===== config.mk =====
export PLATFORM = sky130hd
export DESIGN_NAME = booth_seq_multiplier
export DESIGN_NICKNAME = d
export VERILOG_FILES = /design/src/rtl/booth_pkg.sv /design/src/rtl/booth_r4_recoder.sv /design/src/rtl/booth_seq_multiplier.sv
export SDC_FILE = /design/constraint.sdc
export NUM_CORES = 1
export LEC_CHECK = 0
export BUFFER_PORTS_ARGS = -buffer_cell sky130_fd_sc_hd__buf_2
export CAP_MARGIN = 20
export CORE_MARGIN = 2
export CORE_UTILIZATION = 42
export DETAILED_ROUTE_END_ITERATION = 7
export SETUP_SLACK_MARGIN = 0.4
export SYNTH_ARGS = -nofsm -noshare
export SYNTH_HDL_FRONTEND = slang
export SYNTH_SLANG_ARGS = --single-unit

===== constraint.sdc =====
create_clock -name clk -period 6 [get_ports clk]
set_clock_uncertainty 0.1 [all_clocks]
set_input_delay 0 -clock clk [delete_from_list [all_inputs] [get_ports clk]]
set_output_delay 0 -clock clk [all_outputs]
set_load 0.02 [all_outputs]

===== src/rtl/booth_pkg.sv =====
// Shared definitions for the radix-4 Booth multiplier family: controller
// state encoding, signed recoded-digit type and the step-count helper.
package booth_pkg;

    typedef logic [1:0] state_t;

    localparam state_t IDLE = 2'd0;
    localparam state_t RUN  = 2'd1;
    localparam state_t DONE = 2'd2;

    // One radix-4 Booth digit, range -2..+2.
    typedef logic signed [2:0] digit_t;

    localparam digit_t DIGIT_M2 = -3'sd2;
    localparam digit_t DIGIT_M1 = -3'sd1;
    localparam digit_t DIGIT_Z  =  3'sd0;
    localparam digit_t DIGIT_P1 =  3'sd1;
    localparam digit_t DIGIT_P2 =  3'sd2;

    // Two extension bits on the multiplier give width/2+1 radix-4 steps.
    function automatic int iter_count(input int width);
        return width / 2 + 1;
    endfunction

endpackage


===== src/rtl/booth_r4_recoder.sv =====
// Radix-4 Booth recoder: turns the triplet {q[i+1], q[i], q[i-1]} into
// negate / select-1x / select-2x controls for the partial-product adder.
module booth_r4_recoder
    import booth_pkg::*;
(
    input  logic [2:0] triplet,
    output logic       neg,
    output logic       one,
    output logic       two
);

    digit_t digit;

    // Standard Booth table; 111 recodes to zero so no negate is requested.
    always_comb begin
        digit = DIGIT_Z;
        case (triplet)
            3'b000:  digit = DIGIT_Z;
            3'b001:  digit = DIGIT_P1;
            3'b010:  digit = DIGIT_P1;
            3'b011:  digit = DIGIT_P2;
            3'b100:  digit = DIGIT_M2;
            3'b101:  digit = DIGIT_M1;
            3'b110:  digit = DIGIT_M1;
            default: digit = DIGIT_Z;
        endcase
    end

    // Split the digit into sign and magnitude select lines.
    always_comb begin
        neg = (digit < 0);
        one = (digit == DIGIT_P1) || (digit == DIGIT_M1);
        two = (digit == DIGIT_P2) || (digit == DIGIT_M2);
    end

endmodule


===== src/rtl/booth_seq_multiplier.sv =====
// Sequential radix-4 Booth multiplier, two multiplier bits per clock.
// Operands are extended to WIDTH+2 bits so one datapath covers signed and
// unsigned multiplies; the accumulator carries one more bit to absorb +/-2M.
module booth_seq_multiplier
    import booth_pkg::*;
#(
    parameter int WIDTH = 32
) (
    input  logic                 clk,
    input  logic                 rst_n,
    input  logic                 start,
    input  logic                 signed_mode,
    input  logic [WIDTH-1:0]     m,
    input  logic [WIDTH-1:0]     q,
    output logic                 busy,
    output logic                 done,
    output logic [2*WIDTH-1:0]   product
);

    localparam int ITER = iter_count(WIDTH);
    localparam int EW   = WIDTH + 2;
    localparam int AW   = WIDTH + 3;
    localparam int CW   = $clog2(ITER);

    generate
        if ((WIDTH < 4) || ((WIDTH % 2) != 0)) begin : g_bad_width
            $error("booth_seq_multiplier: WIDTH must be even and >= 4");
        end
    endgenerate

    state_t          state;
    logic [AW-1:0]   acc;
    logic [EW-1:0]   m_reg;
    logic [EW-1:0]   q_reg;
    logic            q_m1;
    logic [CW-1:0]   cnt;

    logic            neg;
    logic            one;
    logic            two;
    logic [AW-1:0]   m_ext;
    logic [AW-1:0]   addend;
    logic [AW-1:0]   sum;
    logic [AW-1:0]   acc_next;
    logic [EW-1:0]   q_next;
    logic            q_m1_next;
    logic [EW-1:0]   m_cap;
    logic [EW-1:0]   q_cap;

    booth_r4_recoder u_recoder (
        .triplet ({q_reg[1:0], q_m1}),
        .neg     (neg),
        .one     (one),
        .two     (two)
    );

    // One Booth step: add d*M to the accumulator, then shift {acc,q,q-1} right by 2.
    always_comb begin
        m_ext     = {m_reg[EW-1], m_reg};
        addend    = '0;
        if (two) begin
            addend = {m_ext[AW-2:0], 1'b0};
        end else if (one) begin
            addend = m_ext;
        end
        sum       = neg ? (acc - addend) : (acc + addend);
        acc_next  = {{2{sum[AW-1]}}, sum[AW-1:2]};
        q_next    = {sum[1:0], q_reg[EW-1:2]};
        q_m1_next = q_reg[1];
    end

    // Operand capture: sign- or zero-extend according to the requested mode.
    always_comb begin
        m_cap = signed_mode ? {{2{m[WIDTH-1]}}, m} : {2'b00, m};
        q_cap = signed_mode ? {{2{q[WIDTH-1]}}, q} : {2'b00, q};
    end

    // Controller, accumulator, counter and result register.
    always_ff @(posedge clk or negedge rst_n) begin
        if (!rst_n) begin
            state   <= IDLE;
            acc     <= '0;
            m_reg   <= '0;
            q_reg   <= '0;
            q_m1    <= 1'b0;
            cnt     <= '0;
            product <= '0;
        end else begin
            case (state)
                IDLE, DONE: begin
                    if (start) begin
                        m_reg <= m_cap;
                        q_reg <= q_cap;
                        acc   <= '0;
                        q_m1  <= 1'b0;
                        cnt   <= '0;
                        state <= RUN;
                    end else begin
                        state <= IDLE;
                    end
                end
                RUN: begin
                    acc   <= acc_next;
                    q_reg <= q_next;
                    q_m1  <= q_m1_next;
                    cnt   <= cnt + CW'(1);
                    if (cnt == CW'(ITER - 1)) begin
                        product <= {acc_next[WIDTH-3:0], q_next};
                        state   <= DONE;
                    end
                end
                default: begin
                    state <= IDLE;
                end
            endcase
        end
    end

    // Status flags decode directly from the state register.
    always_comb begin
        busy = (state == RUN);
        done = (state == DONE);
    end

endmodule

Word level (Yosys, flattened, before mapping):

Cells that the tools add are included.

* add/sub/neg operators: 3
* multipliers: 0
* divide/modulo/power cells: 0
* magnitude comparators: 1
* eq/ne operators: 15
* shifts and indexed selects: 0
* mux-type cells: 17
* bitwise gates (word level): 0
* reductions and logical operators: 10

Operator list (number)
* 35-bit two-way mux: 4
* 34-bit two-way mux: 3
* 35-bit one-hot mux with 2 select lines: 1
* 34-bit one-hot mux with 2 select lines: 1
* 35-bit adder: 1
* 35-bit subtractor: 1
* 3-bit by 2-bit == test with 1-bit output, second input constant: 4
* 3-bit == test, second input constant: 4
* 3-bit one-hot mux with 4 select lines: 1
* 5-bit one-hot mux with 2 select lines: 1
* 3-bit by 1-bit == test with 1-bit output, second input constant: 2
* 2-bit AND reduction: 3
* 2-bit OR reduction: 3
* 5-bit by 1-bit adder with 5-bit output, second input constant: 1
* 5-bit == test, second input constant: 1
* 5-bit two-way mux: 1
* 2-bit one-hot mux with 2 select lines: 1
* 3-bit by 1-bit less-than comparator with 1-bit output, second input constant: 1
* 2-bit by 1-bit == test with 1-bit output, second input constant: 1
* 2-bit == test, second input constant: 1
* 2-bit zero test: 1
* 1-bit logical OR: 2
* 1-bit two-way mux: 2
* 2-bit two-way mux: 1
* other kinds (4): 4

* flip-flop bits (word level): 175
* bits in latches: 0
* bits in writable memories: 0
* bits in read-only memories: 0
* input bits: 68
* output and inout port bits: 66
* memories kept: 0

Logic depth before layout (Yosys ltp):

* depth after elaboration: 10
* mapped depth: 24

Cells and area by module:

From an unflattened synthesis, not the netlist that was laid out.

* cells, all modules: 1130
* area total of the unflattened synthesis: 9844.4 µm²

By module, submodules not included
* booth_seq_multiplier: times used 1, cells an instance 1120, area an instance 9754.4 µm², sequential area each 4304.1 µm²
* booth_r4_recoder: times used 1, cells an instance 10, area an instance 90.1 µm², sequential area each 0.0 µm²

Least setup slack after synthesis:

Ideal clock, no wire load.

* path type: register -> register
* from: reg q_reg[0]
* to: reg acc[33]
* setup time: 133 ps
* arrival time: 4949 ps
* setup slack: 819 ps
* cell stages (with the launch flop): 25
* path buffers: 5
* period minus slack after synthesis: 5181 ps
* cells stage by stage: dfrtp_1 > inv_1 > ha_1 > buf_4 > clkbuf_1 > clkbuf_1 > clkbuf_1 > clkbuf_1 > a21oi_1 > ha_1 > o21ai_0 > nor2_1 > o311a_1 > o221ai_1 > nand2_1 > xor2_1 > ha_1 > nand3_1 > o21bai_1 > o21ai_1 > a211oi_1 > o211ai_1 > and4_1 > a2111oi_2 > a21oi_1

* cells in the longest elaborated chain, start to end: 10
* elaborated cells on any way between the ends: 22
* those cells by class: add/sub (2); order compare (1); eq/ne (10); mux (5); reduce/logical (4)

Ends and longest elaborated chain
* from (decl): RTL line booth_seq_multiplier.sv:34 `logic [EW-1:0] q_reg;`
* from (signal assigned): RTL line booth_seq_multiplier.sv:93 `q_reg <= q_cap;`
* from (signal assigned): RTL line booth_seq_multiplier.sv:104 `q_reg <= q_next;`
* 3-bit == test, or another cell as far along: RTL line booth_r4_recoder.sv:17 `case (triplet)`
* 2-bit OR reduction (no source line)
* 3-bit one-hot mux with 4 select lines *: RTL line booth_r4_recoder.sv:17
* 3-bit by 2-bit == test with 1-bit output or 3-bit by 1-bit == test with 1-bit output (tied branches): RTL line booth_r4_recoder.sv:32 `one = (digit == DIGIT_P1) || (digit == DIGIT_M1);`
* 1-bit logical OR: RTL line booth_r4_recoder.sv:32
* 35-bit two-way mux: RTL line booth_seq_multiplier.sv:63 `end else if (one) begin`
* 35-bit two-way mux: RTL line booth_seq_multiplier.sv:61 `if (two) begin`
* 35-bit adder or 35-bit subtractor (tied branches): RTL line booth_seq_multiplier.sv:66 `sum = neg ? (acc - addend) : (acc + addend);`
* 35-bit two-way mux *: RTL line booth_seq_multiplier.sv:66
* 35-bit one-hot mux with 2 select lines *: RTL line booth_seq_multiplier.sv:89 `case (state)`
* to (signal assigned): RTL line booth_seq_multiplier.sv:103 `acc <= acc_next;`
* to (decl): RTL line booth_seq_multiplier.sv:32 `logic [AW-1:0] acc;`

Mark *: on every way between the ends. The rest lies on a longest branch, timed or not.
A chain may end at the register's enable or synchronous reset.

Worst setup path in the final report:

* from: reg q_m1
* to: reg product[60]

* cells in the longest elaborated chain, start to end: 9
* elaborated cells on any way between the ends: 21
* those cells by class: add/sub (2); order compare (1); eq/ne (10); mux (4); reduce/logical (4)

Ends and longest elaborated chain
* from (decl): RTL line booth_seq_multiplier.sv:35 `logic q_m1;`
* from (signal assigned): RTL line booth_seq_multiplier.sv:105 `q_m1 <= q_m1_next;`
* 3-bit == test, or another cell as far along: RTL line booth_r4_recoder.sv:17
* 2-bit OR reduction (no source line)
* 3-bit one-hot mux with 4 select lines *: RTL line booth_r4_recoder.sv:17
* 3-bit by 2-bit == test with 1-bit output or 3-bit by 1-bit == test with 1-bit output (tied branches): RTL line booth_r4_recoder.sv:32
* 1-bit logical OR: RTL line booth_r4_recoder.sv:32
* 35-bit two-way mux: RTL line booth_seq_multiplier.sv:63
* 35-bit two-way mux: RTL line booth_seq_multiplier.sv:61
* 35-bit adder or 35-bit subtractor (tied branches): RTL line booth_seq_multiplier.sv:66
* 35-bit two-way mux *: RTL line booth_seq_multiplier.sv:66
* to (signal assigned): RTL line booth_seq_multiplier.sv:108 `product <= {acc_next[WIDTH-3:0], q_next};`
* to (decl): RTL line booth_seq_multiplier.sv:17 `output logic [2*WIDTH-1:0] product`

Marks and branches as above.

==> impl.org <==
** Outcome
- The flow ran to the end, and the final reports show no timing, DRC or antenna violations.

** Yosys
- Synthesis produced ~1.2k cells.
- After Yosys synthesis, full adders, half adders and majority gates account for 5.23% of the synthesized area.
- In the synthesized netlist the async set-or-reset flop fraction comes to 100%.
- Number of warnings issued by yosys :: 0
- Register bit count reported by yosys :: 172
- Of the synthesized area, sequential elements account for 42.2%.
- Combinational family with the most area after synthesis :: simple AND/OR/NAND/NOR gates
- Counting distinct cell types in the post-synthesis netlist gives between 70 and 80.
- The synthesized design contains 0 enable-type register cells.
- In the synthesized netlist the dominant register cell turns out to be sky130_fd_sc_hd__dfrtp_1.
- The synthesized netlist devotes 22.2% of its cell area to simple gates.
- The synthesized netlist devotes 20.2% of its cell area to compound gates.
- In this run the mean area of a mapped cell was 8.43 um^2.
- Of the total synthesized cell area, the portion taken by XOR and XNOR cells is 4.90%.
- The number of nets handed over by synthesis was ~1.3k.
- Of the post-synthesis cell area, the part taken by muxes is just under 2%.
- The mapped netlist covers 10200 um^2.

** Route
- Dividing the detail-routed via count by the number of cells gives 5.36.
- First DRT Iteration DRCs :: approximately 640
- In the final routed layout, each cell accounts on average for 16.5 um.
- The first detailed-routing pass took 5 iterations.
- Routed WL :: about 28000 um
- Vias :: roughly 9.1k
- Remaining design rule violation count :: 0
- ANT nets after route :: 0

** Critical path
- Crit path capture type :: flip-flop
- Startpoint type of the worst setup path :: flip-flop
- Worst Path Arrival :: 5.39 ns
- The critical path in this run is classified as reg2reg.
- At the worst endpoint, the required time is 6.24 ns.
- Critical path fanouts, max :: 7

** Final layout
- Share of final-layout standard cells stronger than drive strength 1 :: approximately 16%
- Commonest cells after routing, fill and taps aside :: 384 x sky130_fd_sc_hd__nand2_1, 172 x sky130_fd_sc_hd__dfrtp_1, 132 x sky130_fd_sc_hd__buf_2, 81 x sky130_fd_sc_hd__o21ai_0, 67 x sky130_fd_sc_hd__dlygate4sd3_1
- With fillers left out, the area of the finished cells amounts to about 12000 um^2.
- Relative area change from synthesis to final layout :: 22.1%
- The number of antenna diodes in the final layout is 0.
- Leaving out fill and tap cells, the most frequent cell in the layout is sky130_fd_sc_hd__nand2_1.
- Final nets :: 1483
- The register with the most flip-flops in the layout has 64 of them.

** Die
- Number of top-level pins :: 134
- Die boundary width :: 160 um
- Number of core rows :: 56
- Initial Utilization :: 43.1%
- Area of the core :: 23600 um^2
- Die boundary height :: 160 um
- Die area :: 25500 um^2

** Timing
- Post-layout minimum cycle time :: 5.15 ns
- Setup violations remaining at the end of the flow were counted as 0.
- Fmax :: 194 MHz
- Setup TNS :: 0 ns
- Final Max Tran Viols :: 0
- Hold timing on the final database bottoms out at a slack of a little under 0.09 ns.
- Number of endpoints with negative hold slack in the final report :: 0
- Setup repair after global routing missed its margin :: no
- Once routing completed, OpenROAD measured the worst setup slack at 0.850 ns.
- At the pin with the least slew margin, the transition time is 0.983 ns.
- In this run the tightest slew margin relative to its limit is around a third.
- In the finished design, the share of the clock period the worst path needs comes to 85.8%.

** Placed design
- Count of buffers inserted at the top-level ports :: ~130
- DP Wirelength :: 19100 um
- Final weighted congestion in routability-driven placement :: 0.863
- Summing all placed instances gives a cell area of 11100 um^2.
- Worst setup slack before clock tree synthesis :: 0.824 ns

** Clock network
- Number of buffers on the longest clock path :: 2
- Register clock-pin slew on the reported worst setup and hold paths :: 0.08 ns
- Clock tree sinks :: 172
- CTS HTree Levels :: 4
- Clock tree from TritonCTS :: built
- Post-CTS timing repair inserted 0 buffers for setup.
- Clock tree synthesis inserted a total of 17 buffers.
- CTS root buffer :: sky130_fd_sc_hd__clkbuf_16
- The clock reaches the later pin of the worst-skew pair after 0.45 ns.

** Global route
- Pin count of the biggest net entering global routing :: 99
- For this run the aggregate overflow at the end of global routing stands at 0.
- The initial antenna violation count was 0.
- Wire length of the first global-routing pass :: 47200 um
- The via count of the first global-routing pass came to 9106.
- GR Util All Layers :: 22.9%

** Job
- # Max-Cap Violations :: 0

** Worst hold path
- Kind of path behind the tightest hold check :: in2async
-- critical path, stage by stage (launching register included) --
cell and delay [ns]:
sky130_fd_sc_hd__dfrtp_1 0.41, sky130_fd_sc_hd__inv_1 0.08, sky130_fd_sc_hd__ha_1 0.24, sky130_fd_sc_hd__o31ai_4 0.27, sky130_fd_sc_hd__nand2_1 0.09, sky130_fd_sc_hd__and3_1 0.18
sky130_fd_sc_hd__a21oi_1 0.18, sky130_fd_sc_hd__ha_1 0.21, sky130_fd_sc_hd__o21ai_0 0.20, sky130_fd_sc_hd__nor2_1 0.21, sky130_fd_sc_hd__o311a_1 0.24, sky130_fd_sc_hd__a21oi_1 0.09
sky130_fd_sc_hd__xnor2_1 0.30, sky130_fd_sc_hd__ha_1 0.37, sky130_fd_sc_hd__o21ai_0 0.19, sky130_fd_sc_hd__nand2b_1 0.10, sky130_fd_sc_hd__a31oi_1 0.41, sky130_fd_sc_hd__o31ai_2 0.20
sky130_fd_sc_hd__nor3_1 0.34, sky130_fd_sc_hd__o31ai_1 0.16, sky130_fd_sc_hd__xor2_1 0.17, sky130_fd_sc_hd__mux2_2 0.28
-- worst paths after layout --
kind                                    startpoint                      end  slack (ns)  cells past startpoint
max reg2reg                       q_m1$_DFFE_PN0P_  product[60]$_DFFE_PN0P_        0.85                     21
max in group asynchronous                    rst_n       cnt[4]$_DFFE_PN0P_        4.21                      3
max                               q_m1$_DFFE_PN0P_  product[60]$_DFFE_PN0P_        0.85                     21
min reg2reg                product[41]$_DFFE_PN0P_  product[41]$_DFFE_PN0P_        0.37                      2
min                                          rst_n     m_reg[6]$_DFFE_PN0P_        0.09                      2
min in group clk                             m[23]    m_reg[23]$_DFFE_PN0P_        0.16                      4
-- kinds of logic after synthesis --
group | after synthesis
AOI/OAI and AO/OA | 301
xor gates and xnor gates | 57
adders and majority gates | 42
buffers and inverters | 87
DFF | 172
muxes | 18
and+or+nand+nor | 531
-- metal layers --
metal  vias up  track usage (%)  share of wire, %
met5         -                0                 0
met3        43             4.73               5.3
met2       256             37.4                46
li1       4532                -                 -
met4         0             10.4               3.9
met1      4300             29.3                45
-- per-stage QoR --
| stage | utilization (%) | std cells |
|---|---|---|
| after CTS | 52.6 | 1705 |
| final | 52.7 | 1705 |
| after detailed placement | 47.1 | 1606 |
| after global routing | 52.7 | 1705 |
| after global placement | 47.1 | 1606 |
| after floorplan | - | 1208 |
-- layout make-up --
class / count / area [um^2]
clock inverters: 14 / 198
clock buffers: 18 / 439
well taps: 319 / 399
repair buffers: 213 / 1440
fillers: 2252 / 11200
flip-flops and latches: 172 / 4300
multi-input cells: 949 / 5580
inverters: 20 / 75.1
-- Yosys cell counts (14+ instances only) --
| cell type | instances | share of area, % |
|---|---|---|
| sky130_fd_sc_hd__o21ai_0 | 81 | 4.0 |
| sky130_fd_sc_hd__nor3_1 | 19 | 0.93 |
| sky130_fd_sc_hd__ha_1 | 41 | 5.0 |
| sky130_fd_sc_hd__a22oi_1 | 35 | 2.6 |
| sky130_fd_sc_hd__nor2_1 | 46 | 1.7 |
| sky130_fd_sc_hd__mux2_2 | 14 | 1.5 |
| sky130_fd_sc_hd__dfrtp_1 | 172 | 42 |
| sky130_fd_sc_hd__xnor2_1 | 32 | 2.8 |
| sky130_fd_sc_hd__a21oi_1 | 50 | 2.5 |
| sky130_fd_sc_hd__nand3_1 | 16 | 0.79 |
| sky130_fd_sc_hd__inv_1 | 19 | 0.70 |
| sky130_fd_sc_hd__a22o_1 | 30 | 2.6 |
| sky130_fd_sc_hd__clkbuf_1 | 52 | 1.9 |
| sky130_fd_sc_hd__xor2_1 | 25 | 2.1 |
| sky130_fd_sc_hd__nand2_1 | 385 | 14 |
-- repair_timing --
action,4_1_cts,5_1_grt
endpoints found under the hold margin,165,0
endpoints found under the setup margin,0,15
gates resized for setup,0,4
hold buffers,67,0
Power is not shown: default switching activity piles up to over one toggle a cycle in this logic, so the estimate is an artifact.
